<file path="config.mk">
export PLATFORM = sky130hd
export DESIGN_NAME = johnson_seq_ctrl
export DESIGN_NICKNAME = d
export VERILOG_FILES = /design/src/rtl/johnson_seq_ctrl.sv
export SDC_FILE = /design/constraint.sdc
export NUM_CORES = 1
export LEC_CHECK = 0
export BUFFER_PORTS_ARGS = -buffer_cell sky130_fd_sc_hd__buf_2
export CORE_ASPECT_RATIO = 0.7
export CORE_MARGIN = 4
export CORE_UTILIZATION = 40
export CTS_CLUSTER_DIAMETER = 50
export DETAILED_ROUTE_END_ITERATION = 8
export GPL_ROUTABILITY_DRIVEN = 0
export PLACE_DENSITY_LB_ADDON = 0.12
export SLEW_MARGIN = 20
export SYNTH_ARGS = -nofsm -noshare
export SYNTH_HDL_FRONTEND = slang
export SYNTH_SLANG_ARGS = --single-unit
</file>
<file path="constraint.sdc">
create_clock -name clk_i -period 2.6 [get_ports clk_i]
set_input_delay 0.52 -clock clk_i [delete_from_list [all_inputs] [get_ports clk_i]]
set_output_delay 0.52 -clock clk_i [all_outputs]
set_load 0.05 [all_outputs]
</file>
<file path="src/rtl/johnson_seq_ctrl.sv">
// johnson_seq_ctrl
// Run controller for an N-bit Johnson phase counter. A start request
// accepted in IDLE launches a run of a programmed number of full
// 2N-step revolutions in either direction. The run supports hold and
// abort, and completion is flagged with a one-cycle done pulse.
//
// Optional feature macro: JSC_PRELOAD_EN adds a phase preload port set
// (load_i, load_val_i, load_err_o). The preload is accepted in IDLE only.
//
// Ports
//   clk_i          rising-edge clock
//   reset_n_i      asynchronous active-low reset
//   start_i        run request, sampled in IDLE only
//   cycles_i       revolutions to run, latched on an accepted start
//   dir_i          0: shift right, inject ~q[0] at the MSB;
//                  1: shift left, inject ~q[N-1] at the LSB
//   hold_i         freezes stepping while high (RUN only)
//   abort_i        cancels a run; takes priority over hold and step
//   phase_o        Johnson counter value
//   busy_o         high while in RUN
//   done_o         one-cycle pulse on normal completion
//   cycles_left_o  revolutions remaining, including the current one
//   load_i         (JSC_PRELOAD_EN) preload request, IDLE only
//   load_val_i     (JSC_PRELOAD_EN) preload value
//   load_err_o     (JSC_PRELOAD_EN) one-cycle pulse on an illegal preload code
//
// state | meaning
// IDLE  | waiting for start (or load); phase holds its last value
// RUN   | stepping phase; counting revolutions down
// DONE  | one-cycle completion state that drives done_o

module johnson_seq_ctrl #(
   parameter int N     = 4,
   parameter int CNT_W = 8
) (
   input  logic             clk_i,
   input  logic             reset_n_i,
   input  logic             start_i,
   input  logic [CNT_W-1:0] cycles_i,
   input  logic             dir_i,
   input  logic             hold_i,
   input  logic             abort_i,
   output logic [N-1:0]     phase_o,
   output logic             busy_o,
   output logic             done_o,
   output logic [CNT_W-1:0] cycles_left_o
`ifdef JSC_PRELOAD_EN
   ,
   input  logic             load_i,
   input  logic [N-1:0]     load_val_i,
   output logic             load_err_o
`endif
);

   localparam logic [1:0] ST_IDLE = 2'd0;
   localparam logic [1:0] ST_RUN  = 2'd1;
   localparam logic [1:0] ST_DONE = 2'd2;

   logic [1:0]       state_q, state_d;
   logic [N-1:0]     phase_q, phase_d;
   logic [N-1:0]     start_phase_q, start_phase_d;
   logic             dir_q, dir_d;
   logic [CNT_W-1:0] left_q, left_d;
   logic             busy_q, done_q;
   logic [N-1:0]     step_val;

`ifdef JSC_PRELOAD_EN
   logic load_err_q, load_err_d;

   // A legal Johnson code has at most one transition between adjacent bits.
   function automatic logic legal_code(input logic [N-1:0] v);
      int t;
      t = 0;
      for (int i = 0; i < N - 1; i++) begin
         if (v[i] != v[i+1]) t++;
      end
      return (t <= 1);
   endfunction
`endif

   always_comb begin
      if (dir_q) step_val = {phase_q[N-2:0], ~phase_q[N-1]};
      else       step_val = {~phase_q[0], phase_q[N-1:1]};
   end

   always_comb begin
      state_d       = state_q;
      phase_d       = phase_q;
      start_phase_d = start_phase_q;
      dir_d         = dir_q;
      left_d        = left_q;
`ifdef JSC_PRELOAD_EN
      load_err_d    = 1'b0;
`endif
      case (state_q)
         ST_IDLE: begin
`ifdef JSC_PRELOAD_EN
            if (load_i) begin
               if (legal_code(load_val_i)) begin
                  phase_d = load_val_i;
               end else begin
                  phase_d    = '0;
                  load_err_d = 1'b1;
               end
            end else
`endif
            if (start_i) begin
               left_d = cycles_i;
               if (cycles_i != '0) begin
                  state_d       = ST_RUN;
                  dir_d         = dir_i;
                  start_phase_d = phase_q;
               end else begin
                  state_d = ST_DONE;
               end
            end
         end
         ST_RUN: begin
            if (abort_i) begin
               phase_d = '0;
               left_d  = '0;
               state_d = ST_IDLE;
            end else if (!hold_i) begin
               phase_d = step_val;
               // Returning to the phase captured at start closes a revolution.
               if (step_val == start_phase_q && left_q != '0) begin
                  left_d = left_q - CNT_W'(1);
                  if (left_q == CNT_W'(1)) state_d = ST_DONE;
               end
            end
         end
         ST_DONE: state_d = ST_IDLE;
         default: state_d = ST_IDLE;
      endcase
   end

   always_ff @(posedge clk_i or negedge reset_n_i) begin
      if (!reset_n_i) begin
         state_q       <= ST_IDLE;
         phase_q       <= '0;
         start_phase_q <= '0;
         dir_q         <= 1'b0;
         left_q        <= '0;
         busy_q        <= 1'b0;
         done_q        <= 1'b0;
`ifdef JSC_PRELOAD_EN
         load_err_q    <= 1'b0;
`endif
      end else begin
         state_q       <= state_d;
         phase_q       <= phase_d;
         start_phase_q <= start_phase_d;
         dir_q         <= dir_d;
         left_q        <= left_d;
         // Status flags are registered copies of the next state so they
         // change on the same edge as the state itself.
         busy_q        <= (state_d == ST_RUN);
         done_q        <= (state_d == ST_DONE);
`ifdef JSC_PRELOAD_EN
         load_err_q    <= load_err_d;
`endif
      end
   end

   assign phase_o       = phase_q;
   assign busy_o        = busy_q;
   assign done_o        = done_q;
   assign cycles_left_o = left_q;
`ifdef JSC_PRELOAD_EN
   assign load_err_o    = load_err_q;
`endif

endmodule
</file>
==> impl_metrics.toml <==
[cts]
clk_pin_slew_worst_paths_ns = 0.08
clock_path_buffers = 2
cts_tree = "done"
postcts_resize_cnt = 0
worst_skew_late_latency_ns = 0.26
numClockSinks = 21
postCtsHoldBufs = 0
cts-root-buf = "clkbuf_8"
cts_setup_buffers = 0
htree_levels = 1
numCtsBuffers = 3

[grt]
grt_antenna_before_repair = 0
pin_count_of_the_biggest_net_entering_global_routing = 22
gr-usage-all-layers_pct = 16.79
globalRoute.totalOverflow = 0
vias_in_the_first_global_route = 1160
grt_first_pass_wirelength_mm = 5.899

[drt]
dr.pass1.iters = 4
via_count = 1240
avgRoutedWirePerCell_um = 16.66
drt-initial-drc-count = 107
via_per_inst = 5.905
remaining_antenna_violation_count = 0
routed_wirelength_mm = 3.498
drc_errors = 0

[critical_path]
timing.rr.end = "cycles_left_o[7]$_DFFE_PN0P_"
ff2ff_setup_slack_ns = 0.33
timing.critical_path.slowest_cell_delay_ns = 0.48
arrival_ns = 2.39
crit_type = "flip-flop to flip-flop"
worst-path-buf-inv = 1
timing.critical_path.slowest_stage_cell = "or4b_1"
cp_max_fo = 7
cp.required_ns = 2.72
ff_to_ff_path_depth = 7
critical_path.reg2reg.startpoint = "cycles_left_o[0]$_DFFE_PN0P_"
timing.critical_path.max_delay_family = "compound AO/OA/AOI/OAI gates"
cells_traversed_along_the_worst_timing_path = "inv_1, ha_1, or4b_1, o21ai_1, nor4b_1, a21oi_2, o32ai_1"
crit_path_end_kind = "flip-flop"
startpoint_type = "flip-flop"

[timing]
skew_ns = 0.001732
timing.slew.headroom_pct = 68.29
finalMaxSlewViolations = 0
count_of_final_hold_check_violations = 0
report.final.setup_viol = 0
worst_pin_slew_ns = 0.4757
final_min_period_over_clock_period_pct = 87.24
setup_tns_ns = 0
finalWorstPathRequiredPeriod_ns = 2.268
rsz0062_at_grt = "false"
max_clock_freq_mhz = 440.9

[synthesis]
synth_edf_count = 0
synth_top_flop_cell = "dfrtp_1"
post_synth_instance_area_mm2 = 0.001354
syn_avg_cell_area_um2 = 9.467
synth-seq-area-share_pct = 38.82
synth.ff_latch_count = 21
synth_warnings = 0
syn_nets = 160
async_flop_share_pct = 100.0
synth.lib_cells_used.distinct = 43
postSynthCellCount = 143

[place]
port_buffers = 27
hpwl_after_detailed_placement_mm = 2.677
placedCellCount = 206

[cells_and_area]
num-nets-final = 190
number_of_diodes = 0
drive_above_1_share_pct = 25.00
layout.cells.non_filler = 210
syn2layout_area_growth_pct = 16.27
filler_cells_inserted = 313

[flow_run]
cap_violations = 0

[floorplan]
chipWidth_um = 77.54
row_count = 17
ios = 28
core_region_area_mm2 = 0.003191
floorplan.initialDensity_pct = 42.43
floorplan.die_area_mm2 = 0.004394
die_y_um = 56.68

[pwr]
power.density_cell_area_mw_per_mm2 = 1033
ir_drop_mv = 0.5329
leakagePower_uw = 0.0007170
total_power_uw = 1626

[hold_path]
hold_path_class = "input port to asynchronous set/reset pin"

[outcome]
outcome = "completed"
==> state kept, by name, summed over array words and instances (netlist names) <==
name,flops
busy_o,1
cycles_left_o,8
dir_q,1
done_o,1
phase_o,4
start_phase_q,4
state_q,2
==> metal layers <==
metal	vias up	track usage, %	share of wire, %
met2	56	24.72	43
met1	589	24.83	48
met5	-	0	0
met4	0	1.523	0.51
li1	593	-	-
met3	2	5.288	8.2
==> through the flow <==
stage,utilization (%),setup slack [ns],hold slack [ns],area (µm²)
2_1_floorplan,-,0.3318,0.2244,1354
3_3_place_gp,47.80,0.2417,0.5079,1525
3_5_place_dp,47.80,0.2021,0.5055,1525
4_1_cts,49.22,0.1753,0.2224,1570
5_1_grt,49.33,0.1692,0.2407,1574
6_report,49.33,0.3317,0.2059,1574
==> cell usage in the layout (no fill, tap or decap), types with 3 or more instances in the layout <==
cell,Yosys,layout
clkbuf_8,0,3
o31ai_1,6,6
buf_4,0,3
a22oi_1,3,3
buf_2,0,27
o211ai_1,3,3
a21o_1,3,3
nand2_1,12,12
a21oi_1,6,5
nand2b_1,3,3
mux2i_1,6,6
o21ai_0,4,4
dfrtp_1,21,21
nor3_1,7,7
o22ai_1,3,3
nor4_1,4,4
mux2_2,3,3
nand3_1,4,4
ha_1,3,3
nor2b_1,3,3
inv_1,6,6
nor2_1,6,6
o21ai_1,4,4
==> cells in the mapped netlist, types with 2 or more instances <==
library cell	instances	share of area, %
a21o_1	3	1.7
a21oi_1	6	2.2
a22oi_1	3	1.7
a32oi_1	2	1.3
buf_6	2	1.7
clkbuf_1	3	0.83
dfrtp_1	21	39
ha_1	3	2.8
inv_1	6	1.7
mux2_1	2	1.7
mux2_2	3	2.5
mux2i_1	6	4.4
nand2_1	12	3.3
nand2b_1	3	1.4
nand3_1	4	1.5
nor2_1	6	1.7
nor2b_1	3	1.4
nor3_1	7	2.6
nor3b_1	2	1.1
nor4_1	4	1.8
nor4b_1	2	1.3
o211ai_1	3	1.7
o21ai_0	4	1.5
o21ai_1	4	1.5
o22ai_1	3	1.4
o31ai_1	6	3.3
or3_4	2	1.7
xnor2_1	2	1.3
xor2_1	2	1.3
==> logic make-up (layout without fill, tap and decap cells) <==
group	after synthesis	after routing	share of synthesized area (%)
and+or+nand+nor	53	53	22.46
AOI/OAI and AO/OA	40	40	20.61
DFF	21	21	38.82
muxes	11	11	8.595
buffers and inverters	11	40	4.159
xor gates and xnor gates	4	4	2.588
adders and majority gates	3	3	2.773
==> layout make-up <==
type	instances	area, µm²	area share, %
inverter	6	22.52	1.431
tap	38	47.55	3.021
sequential	21	525.5	33.39
timing repair buffer	30	157.7	10.02
multi-input combinational	111	775.7	49.28
clock buffer	4	45.04	2.862
==> how the worst max path moves through the flow <==
stage	startpoint	endpoint	slack, ns	cells past startpoint
after floorplan	cycles_left_o[1]$_DFFE_PN0P_	cycles_left_o[6]$_DFFE_PN0P_	0.33	7
after global placement	cycles_left_o[0]$_DFFE_PN0P_	cycles_left_o[7]$_DFFE_PN0P_	0.24	7
after detailed placement	cycles_left_o[0]$_DFFE_PN0P_	cycles_left_o[7]$_DFFE_PN0P_	0.20	7
after CTS	cycles_left_o[0]$_DFFE_PN0P_	cycles_left_o[7]$_DFFE_PN0P_	0.18	7
after global routing	cycles_left_o[0]$_DFFE_PN0P_	cycles_left_o[5]$_DFFE_PN0P_	0.17	7
final	cycles_left_o[0]$_DFFE_PN0P_	cycles_left_o[7]$_DFFE_PN0P_	0.33	7
==> where the power goes <==
group	leakage [µW]	total (µW)	internal, µW	switching [µW]
logic	0.000421	859	293	566
clock network	0.0000228	216	109	107
registers	0.000273	551	415	136
Note: power is estimated with default switching activity, not from simulation.
